File: src/rtl/countdown_timer.sv
// Hours/minutes/seconds countdown timer with load, start/stop and done pulse.
// Outputs are registered; state and time all advance on posedge clk.
module countdown_timer #(
  parameter int TICKS_PER_SEC = 1,
  parameter int MAX_HOURS     = 23
) (
  input  logic       clk,
  input  logic       reset,
  input  logic       load,
  input  logic       start,
  input  logic       stop,
  input  logic [5:0] set_hours,
  input  logic [5:0] set_min,
  input  logic [5:0] set_sec,
  output logic [5:0] hours,
  output logic [5:0] min,
  output logic [5:0] sec,
  output logic       busy,
  output logic       done,
  output logic       err
);

  localparam int PW =
    (TICKS_PER_SEC > 1) ? $clog2(TICKS_PER_SEC) : 1;
  localparam logic [PW-1:0] PSC_MAX = PW'(TICKS_PER_SEC - 1);
  localparam logic [5:0] HMAX = 6'(MAX_HOURS);
  localparam logic [5:0] LAST = 6'd59;

  typedef enum logic [1:0] {
    S_IDLE,
    S_RUN,
    S_HOLD
  } state_t;

  state_t        state_q, state_d;
  logic [PW-1:0] psc_q, psc_d;
  logic [5:0]    hours_q, hours_d;
  logic [5:0]    min_q, min_d;
  logic [5:0]    sec_q, sec_d;
  logic          busy_q, busy_d;
  logic          done_q, done_d;
  logic          err_q, err_d;

  logic set_ok;
  logic time_zero;
  logic last_sec;

  assign set_ok = (set_hours <= HMAX) &&
                  (set_min <= LAST) &&
                  (set_sec <= LAST);
  assign time_zero = (hours_q == 6'd0) &&
                     (min_q == 6'd0) &&
                     (sec_q == 6'd0);
  // RUN is only entered with a nonzero time, so 0:00:01 is the last tick
  assign last_sec = (hours_q == 6'd0) &&
                    (min_q == 6'd0) &&
                    (sec_q == 6'd1);

  always_comb begin
    state_d = state_q;
    psc_d   = psc_q;
    hours_d = hours_q;
    min_d   = min_q;
    sec_d   = sec_q;
    done_d  = 1'b0;
    err_d   = 1'b0;
    if (load) begin
      if (set_ok) begin
        hours_d = set_hours;
        min_d   = set_min;
        sec_d   = set_sec;
        psc_d   = '0;
        state_d = S_IDLE;
      end else begin
        err_d = 1'b1;
      end
    end else if (stop) begin
      if (state_q == S_RUN) state_d = S_HOLD;
    end else if (state_q == S_RUN) begin
      if (psc_q == PSC_MAX) begin
        psc_d = '0;
        if (sec_q != 6'd0) begin
          sec_d = sec_q - 6'd1;
        end else if (min_q != 6'd0) begin
          min_d = min_q - 6'd1;
          sec_d = LAST;
        end else if (hours_q != 6'd0) begin
          hours_d = hours_q - 6'd1;
          min_d   = LAST;
          sec_d   = LAST;
        end
        if (last_sec) begin
          done_d  = 1'b1;
          state_d = S_IDLE;
        end
      end else begin
        psc_d = psc_q + PW'(1);
      end
    end else if (start) begin
      if (state_q == S_HOLD) begin
        state_d = S_RUN;
      end else if (!time_zero) begin
        state_d = S_RUN;
        psc_d   = '0;
      end
    end
    busy_d = (state_d != S_IDLE);
  end

  always_ff @(posedge clk) begin
    if (!reset) begin
      state_q <= S_IDLE;
      psc_q   <= '0;
      hours_q <= '0;
      min_q   <= '0;
      sec_q   <= '0;
      busy_q  <= 1'b0;
      done_q  <= 1'b0;
      err_q   <= 1'b0;
    end else begin
      state_q <= state_d;
      psc_q   <= psc_d;
      hours_q <= hours_d;
      min_q   <= min_d;
      sec_q   <= sec_d;
      busy_q  <= busy_d;
      done_q  <= done_d;
      err_q   <= err_d;
    end
  end

  assign hours = hours_q;
  assign min   = min_q;
  assign sec   = sec_q;
  assign busy  = busy_q;
  assign done  = done_q;
  assign err   = err_q;

endmodule

File: config.mk
export PLATFORM = sky130hd
export DESIGN_NAME = countdown_timer
export DESIGN_NICKNAME = d
export VERILOG_FILES = /design/src/rtl/countdown_timer.sv
export SDC_FILE = /design/constraint.sdc
export NUM_CORES = 1
export LEC_CHECK = 0
export ABC_AREA = 1
export CAP_MARGIN = 20
export CORE_MARGIN = 4
export CORE_UTILIZATION = 29
export CTS_BUF_LIST = sky130_fd_sc_hd__clkbuf_4 sky130_fd_sc_hd__clkbuf_8
export DETAILED_ROUTE_END_ITERATION = 8
export SKIP_CTS_REPAIR_TIMING = 1
export SYNTH_ARGS = -nofsm -noshare
export SYNTH_HDL_FRONTEND = slang
export SYNTH_SLANG_ARGS = --single-unit
File: constraint.sdc
create_clock -name clk -period 4.4 [get_ports clk]
set_input_delay 0.66 -clock clk [delete_from_list [all_inputs] [get_ports clk]]
set_output_delay 0.66 -clock clk [all_outputs]
set_load 0.05 [all_outputs]
==> results.tsv, run 1 <==
stage	metric	value	unit
drt	routed wire length	4355	um
grt	GRT Util Overall	12.20	%
setup_path	crit end category	register	
timing	relative slew slack	49.06	%
cells_and_area	layout cell share with drive strength beyond 1	7.576	%
setup_path	type of the worst setup path	input port to register	
die	row cnt	27	
worst_hold_path	Hold Crit Class	register to register	
grt	gr ovfl total	0	
grt	initial antenna violation count	0	
yosys	Mapped Cells	289	
yosys	sequential-to-total area share from yosys stat	26.57	%
setup_path	reg-to-reg slack, setup	2.74	ns
setup_path	worst-path fanout max	22	
place	post-DP HPWL	3389	um
grt	met1 global-route usage	16.34	%
drt	Wirelength per Cell	10.83	um
die	Die H	85.30	um
cells_and_area	commonest non-fill, non-tap cell in the layout	nand2_1	
setup_path	buffers plus inverters on the worst setup path	2	
timing	Pins Over Slew Limit	0	
clocking	Root Driver	clkbuf_8	
timing	min Tclk post-route	2.443	ns
clocking	# H-tree levels	1	
run	max_cap viols	0	
drt	ANT nets after route	0	
drt	# DRC	0	
grt	met2 usage	20.13	%
die	Die W	85.30	um
worst_hold_path	Hold Crit Depth	2	
clocking	CTS tree	done	
yosys	#FFs+latches synth	23	
setup_path	family with the most delay on the worst path	buffers and inverters	
setup_path	slowest CP cell	clkdlybuf4s50_1	
setup_path	CP max stage delay	0.95	ns
clocking	clk sinks	23	
setup_path	CP required	4.60	ns
cells_and_area	ANT cells	0	
clocking	Clk Latency, worst-skew pair	0.26	ns
timing	Fin Setup TNS	0	ns
cells_and_area	most frequent cells in the layout	nand2_1 (89), nor2_1 (58), clkdlybuf4s50_1 (43), inv_1 (36), dfxtp_1 (23)	
yosys	Synth Area per Inst	5.996	um2
yosys	Cell Area, Synth	0.001733	mm2
timing	final worst slack	1.957	ns
grt	first-pass GRT wire length	7445	um
grt	largest net degree at the start of global routing	23	
timing	Setup Viol. Count Final	0	
setup_path	R2R Path Start	hours[0]	
place	Inst Count DP	398	
setup_path	Setup crit start kind	input port	
setup_path	reg2reg path depth	11	
setup_path	Worst R2R End	min[3]	
timing	hold violation count in the final report	0	
drt	Vias/cell	4.458	
clocking	clk buf depth	2	
die	Starting Density	30.72	%
pwr	Max VDD drop	121.0	uV
timing	RSZ-0062 raised after global routing	false	
worst_hold_path	Hold Crit Endpoint	sec[1]	
cells_and_area	P&R area growth vs syn	30.76	%
setup_path	critical path's most frequent cell	nand2_1	
yosys	syn nets	318	
die	Core Region	0.005642	mm2
yosys	Synth Warn #	0	
setup_path	critical path arrival	2.65	ns
grt	vias in the first global route	1646	
timing	fin crit share	55.51	%
place	dpl ws	1.687	ns
die	Die ar.	0.007276	mm2
cells_and_area	nets	360	
grt	grt met3 use	2.718	%
grt	busiest grt layer	met2	
place	# port buffers	43	
timing	clk_skew	0.006638	ns
drt	DR pass1 iterations	4	
setup_path	critical path cell sequence	clkdlybuf4s50_1 -> inv_4 -> nand2_1 -> nand2_4 -> nor2_8 -> nand2_4 -> nand2_1 -> nand2_1 -> nor2_1	
yosys	synth unique cells	28	
status	status	finished, final reports clean	
drt	drt initial violations	121	
clocking	Worst-path clk slew	0.09	ns
drt	routed vias	1792	
pwr	Pwr Density	324.8	mW/mm2
place	GP Congestion	0.8474	
timing	final hold slack	0.5417	ns
clocking	total CTS buffers	3	
timing	worst-margin pin slew	0.7618	ns
die	IO Count	44	
cells_and_area	final cell count without fillers	402	
worst_hold_path	hold_sp	sec[1]	
timing	max frequency	409.4	MHz
pwr	Pleak	0.001132	uW
==> flip-flops by register name, indices dropped and copies added, names as in the netlist <==
name / cells
sec: 6
hours: 6
busy: 1
state_q: 2
min: 6
err: 1
done: 1
==> area by class of cell <==
class / instances / area [um2]
repair buffers: 43 / 430.4
multi-input cells: 222 / 1092
inverters: 38 / 146.4
clock inverters: 1 / 5.005
well taps: 72 / 90.09
fillers: 607 / 3376
clock buffers: 3 / 41.29
flip-flops and latches: 23 / 460.4
==> per-layer routing <==
metal,wire length (um),vias up
li1,-,966
met1,2148,784
met2,1923,40
met3,262,2
met4,20,0
met5,0,-
==> cells in the mapped netlist, drive strengths merged <==
cell | count | share of area (%)
a21oi | 8 | 2.3
nor2 | 64 | 17
clkbuf | 1 | 0.22
xor2 | 2 | 1.0
xnor2 | 1 | 0.51
clkinv | 1 | 0.29
ha | 6 | 4.3
inv | 37 | 8.2
buf | 5 | 1.7
nand2 | 97 | 23
a31oi | 2 | 0.72
o21ai | 10 | 3.1
nand3 | 23 | 7.9
nor3 | 2 | 0.58
or2 | 4 | 1.4
nand4 | 3 | 1.1
dfxtp | 23 | 27
==> metrics by stage <==
step / utilization (%) / cell area (um2) / power [uW]
2_1_floorplan: - / 1733 / 512.2
5_1_grt: 40.16 / 2266 / 791.4
6_report: 40.16 / 2266 / 736.0
3_3_place_gp: 39.34 / 2220 / 606.7
3_5_place_dp: 39.34 / 2220 / 606.7
4_1_cts: 40.16 / 2266 / 744.6
==> worst max path at each step <==
stage | from | to | slack, ns | depth (start not counted)
3_5_place_dp | load | min[1] | 1.69 | 9
5_1_grt | load | hours[1] | 1.77 | 9
4_1_cts | load | min[1] | 1.99 | 9
6_report | load | hours[3] | 1.96 | 9
2_1_floorplan | hours[0] | sec[2] | 2.56 | 12
3_3_place_gp | load | hours[5] | 1.77 | 8
==> worst register-to-register path, stage by stage (launching register included) <==
cell and delay [ns]:
dfxtp_1 0.34, inv_1 0.08, ha_1 0.14, inv_1 0.05
nor2_2 0.14, nand3_1 0.18, nor2_4 0.20, nand2_2 0.11
nand3_4 0.15, nand2_1 0.07, nand2_1 0.06, nor2_1 0.05
==> cells by family after synthesis <==
logic type	after synthesis	synth area share, %
xor+xnor	3	1.517
buf+inv	44	10.40
compound gates	20	6.137
flops	23	26.57
fa+ha+maj	6	4.332
simple gates	193	51.05
==> power breakdown <==
group / total, uW / internal, uW / switching, uW
Sequential: 249 / 226 / 22.5
Combinational: 352 / 127 / 225
Clock: 135 / 63.2 / 71.7
Total: 736 / 417 / 319
(Power assumes the default switching activity.)
==> inputs of run 2 (changes only) <==
==> constraint.sdc (replaced) <==
create_clock -name clk -period 2 [get_ports clk]
set_input_delay 0.3 -clock clk [delete_from_list [all_inputs] [get_ports clk]]
set_output_delay 0.3 -clock clk [all_outputs]
set_load 0.05 [all_outputs]
==> run 2 against run 1 <==
Global-route usage increased by 0.65 points. Power up 130%. Sequential power increased by 120%. Routed wire length rose by 4.8%. Combinational power rose by 130%. Clock-buffer cell count increased by 1. Clock power is 140% higher. Sequential share of layout area shrank 0.40 points. Largest cell class unchanged. Largest power group unchanged.
==> results.tsv, run 2 (same netlist as run 1, synthesis figures left out) <==
stage	metric	value	unit
status	status	finished, final reports clean	
setup_path	crit end category	primary output	
setup_path	buffers plus inverters on the worst setup path	1	
timing	relative slew slack	65.79	%
drt	# DRC	0	
clocking	clk buf depth	2	
cells_and_area	most frequent cells in the layout	nand2_1 (89), nor2_1 (58), clkdlybuf4s50_1 (42), inv_1 (36), dfxtp_1 (23)	
drt	Wirelength per Cell	11.19	um
cells_and_area	commonest non-fill, non-tap cell in the layout	nand2_1	
timing	worst-margin pin slew	0.5116	ns
die	Die ar.	0.007276	mm2
clocking	Clk Latency, worst-skew pair	0.27	ns
pwr	Pleak	0.001164	uW
drt	DR pass1 iterations	4	
timing	Pins Over Slew Limit	0	
setup_path	critical path arrival	1.58	ns
setup_path	type of the worst setup path	register to primary output	
setup_path	CP required	1.70	ns
cells_and_area	nets	366	
drt	drt initial violations	100	
clocking	# H-tree levels	1	
clocking	Root Driver	clkbuf_8	
die	Die W	85.30	um
grt	vias in the first global route	1718	
timing	min Tclk post-route	1.878	ns
die	Starting Density	30.72	%
grt	first-pass GRT wire length	7762	um
clocking	CTS tree	done	
timing	RSZ-0062 raised after global routing	false	
die	Core Region	0.005642	mm2
setup_path	Setup crit start kind	register	
timing	clk_skew	0.001168	ns
die	Die H	85.30	um
cells_and_area	FF+latch area	460.4	um2
setup_path	worst-path fanout max	5	
timing	max frequency	532.5	MHz
pwr	Max VDD drop	327.5	uV
grt	gr ovfl total	0	
grt	largest net degree at the start of global routing	15	
cells_and_area	# fillers	617	
setup_path	slowest CP cell	clkdlybuf4s50_1	
timing	Fin Setup TNS	0	ns
cells_and_area	layout cell share with drive strength beyond 1	9.524	%
grt	initial antenna violation count	0	
clocking	clk sinks	23	
place	Inst Count DP	404	
timing	final worst slack	0.1222	ns
setup_path	family with the most delay on the worst path	buffers and inverters	
place	dpl ws	0.1689	ns
run	max_cap viols	0	
place	GP Congestion	0.8206	
pwr	Pwr Density	716.9	mW/mm2
timing	Setup Viol. Count Final	0	
place	# port buffers	43	
timing	hold violation count in the final report	0	
grt	GRT Util Overall	12.84	%
clocking	Worst-path clk slew	0.09	ns
drt	Vias/cell	4.458	
drt	routed vias	1819	
drt	ANT nets after route	0	
drt	routed wire length	4566	um
place	post-DP HPWL	3592	um
timing	fin crit share	93.89	%
cells_and_area	ANT cells	0	
cells_and_area	P&R area growth vs syn	33.36	%
setup_path	CP max stage delay	0.85	ns
clocking	total CTS buffers	3	
setup_path	critical path cell sequence	clkdlybuf4s50_1	
die	row cnt	27	
die	IO Count	44	
cells_and_area	area of the multi-input gates	0.001092	mm2
cells_and_area	final cell count without fillers	408	
worst_hold_path	Hold Crit Class	register to register	
==> run 2: cell types whose count changed in the layout (fill, tap and decap cells not counted) <==
cell | before | now
clkinv_2 | 2 | 1
clkbuf_4 | 0 | 1
buf_4 | 0 | 7
clkdlybuf4s50_1 | 43 | 42
==> run 2: final cells by class <==
class | instances | share of cell area [%]
Multi-Input combinational cell | 222 | 47.27
Timing Repair Buffer | 49 | 20.47
Sequential cell | 23 | 19.92
Inverter | 38 | 6.335
Tap cell | 72 | 3.898
Clock buffer | 4 | 2.112
==> run 2: where the power goes <==
part | switching (uW) | total [uW] | internal, uW
clock | 163 | 319 | 156
sequential | 45.0 | 543 | 498
combinational | 507 | 795 | 288
total | 714 | 1660 | 943
==> run 2: metal layers <==
layer / track usage [%] / routed length, um / up-vias
met5: 0 / 0 / -
met4: 1.295 / 25 / 0
met3: 3.495 / 308 / 2
met2: 21.47 / 2010 / 44
met1: 17.04 / 2221 / 791
li1: - / - / 982
==> run 2: worst register-to-register path: stages (launching register included) <==
cell and delay [ns]:
dfxtp_1 0.34, inv_1 0.08, ha_1 0.14, inv_1 0.05
nor2_2 0.15, nand3_1 0.19, nor2_4 0.20, nand2_2 0.11
nand3_4 0.15, nand2_1 0.06, nand2_1 0.06, nor2_1 0.03
==> run 2: path summary, 6_finish.rpt <==
kind	from	endpoint	slack, ns	cells after the start
setup reg to reg	hours[0]	min[1]	0.34	11
hold reg to reg	sec[1]	sec[1]	0.54	2
setup / recovery	min[3]	min[3]	0.12	1
hold / removal	sec[1]	sec[1]	0.54	2
==> run 2: metrics by stage <==
stage | hold WS [ns] | cell area [um2] | total power [uW] | utilization, %
2_1_floorplan | 0.5255 | 1733 | 1127 | -
3_3_place_gp | 0.5191 | 2262 | 1346 | 40.10
3_5_place_dp | 0.5197 | 2262 | 1349 | 40.10
4_1_cts | 0.5365 | 2311 | 1677 | 40.96
5_1_grt | 0.5748 | 2311 | 1793 | 40.96
6_report | 0.5372 | 2311 | 1657 | 40.96
==> inputs of run 3 (changes only) <==
==> constraint.sdc (replaced) <==
create_clock -name clk -period 2.4 [get_ports clk]
set_input_delay 0.36 -clock clk [delete_from_list [all_inputs] [get_ports clk]]
set_output_delay 0.36 -clock clk [all_outputs]
set_load 0.05 [all_outputs]
==> run 3 against run 2 <==
Clock power shrank 17%. Non-clock buffer count down 3. Critical endpoint is now sec[3]. Cell count is 0.74% lower. Highest routed layer unchanged.
==> results.tsv, run 3 (same netlist as run 1, synthesis figures left out) <==
stage	metric	value	unit
pwr	Pleak	0.001147	uW
status	status	finished, final reports clean	
drt	# DRC	0	
cells_and_area	fin area	0.002291	mm2
die	row cnt	27	
place	# port buffers	43	
drt	routed vias	1819	
setup_path	critical path cell sequence	clkdlybuf4s50_1	
setup_path	type of the worst setup path	register to primary output	
setup_path	Setup crit start kind	register	
setup_path	CP max stage delay	0.87	ns
setup_path	critical path arrival	1.65	ns
cells_and_area	P&R area growth vs syn	32.20	%
cells_and_area	most frequent cells in the layout	nand2_1 (89), nor2_1 (58), clkdlybuf4s50_1 (43), inv_1 (36), dfxtp_1 (23)	
place	DP Area	0.002242	mm2
place	post-DP HPWL	3457	um
grt	vias in the first global route	1657	
timing	Pins Over Slew Limit	0	
timing	min Tclk post-route	2.011	ns
timing	fin crit share	83.79	%
run	max_cap viols	0	
drt	Wirelength per Cell	11.05	um
drt	drt initial violations	148	
pwr	Pwr Density	598.6	mW/mm2
drt	DR pass1 iterations	6	
cells_and_area	commonest non-fill, non-tap cell in the layout	nand2_1	
setup_path	family with the most delay on the worst path	buffers and inverters	
cells_and_area	ANT cells	0	
clocking	# H-tree levels	1	
drt	Vias/cell	4.491	
cells_and_area	final cell count without fillers	405	
clocking	total CTS buffers	3	
timing	RSZ-0062 raised after global routing	false	
die	Die W	85.30	um
drt	routed wire length	4477	um
timing	clk_skew	0.003648	ns
setup_path	CP required	2.04	ns
die	Die ar.	0.007276	mm2
die	Die H	85.30	um
clocking	CTS tree	done	
timing	max frequency	497.3	MHz
grt	gr ovfl total	0	
cells_and_area	post-layout util	40.61	%
die	IO Count	44	
clocking	clk buf depth	2	
timing	hold violation count in the final report	0	
cells_and_area	nets	363	
grt	first-pass GRT wire length	7645	um
setup_path	crit end category	primary output	
setup_path	worst-path fanout max	6	
timing	Fin Setup TNS	0	ns
timing	Setup Viol. Count Final	0	
timing	worst-margin pin slew	0.5005	ns
drt	ANT nets after route	0	
clocking	Clk Latency, worst-skew pair	0.27	ns
cells_and_area	# fillers	583	
clocking	Root Driver	clkbuf_8	
die	Core Region	0.005642	mm2
setup_path	slowest CP cell	clkdlybuf4s50_1	
grt	initial antenna violation count	0	
timing	relative slew slack	66.53	%
grt	GRT Util Overall	12.86	%
setup_path	buffers plus inverters on the worst setup path	1	
place	Inst Count DP	401	
worst_hold_path	Hold Crit Class	register to register	
clocking	Worst-path clk slew	0.08	ns
clocking	clk sinks	23	
grt	largest net degree at the start of global routing	23	
place	GP Congestion	0.8087	
pwr	Max VDD drop	248.8	uV
cells_and_area	layout cell share with drive strength beyond 1	8.408	%
die	Starting Density	30.72	%
run 3: per-stage QoR:
step                worst slack [ns]  hold slack, ns  power, uW
global route                  0.3326          0.5807       1481
floorplan                     0.5600          0.5571      939.0
finish                        0.3891          0.5366       1371
global placement              0.4367          0.5289       1114
CTS                           0.3836          0.5417       1391
detailed placement            0.4435          0.5259       1117
run 3: per-layer routing:
| metal | track usage (%) | up-vias | wire, um |
|---|---|---|---|
| li1 | - | 972 | - |
| met1 | 16.53 | 789 | 2124 |
| met2 | 21.61 | 54 | 2004 |
| met3 | 3.689 | 4 | 316 |
| met4 | 2.158 | 0 | 30 |
| met5 | 0 | - | 0 |
run 3: worst paths after layout:
path	startpoint	to	slack, ns	cells past startpoint
max reg2reg	hours[0]	min[5]	0.72	11
min	sec[1]	sec[1]	0.54	2
min reg2reg	sec[1]	sec[1]	0.54	2
max	sec[3]	sec[3]	0.39	1
run 3: area by class of cell:
type                            count  area (um2)  area share, %
Multi-Input combinational cell    222        1092          47.68
Sequential cell                    23       460.4          20.10
Timing Repair Buffer               46       452.9          19.77
Inverter                           38       146.4          6.390
Tap cell                           72       90.09          3.932
Clock buffer                        4       48.80          2.130
run 3: power breakdown:
part / leakage, uW / internal, uW / switching, uW / total [uW]
combinational: 0.000933 / 236 / 415 / 651
clock: 0.0000262 / 130 / 133 / 264
sequential: 0.000188 / 415 / 41.6 / 457
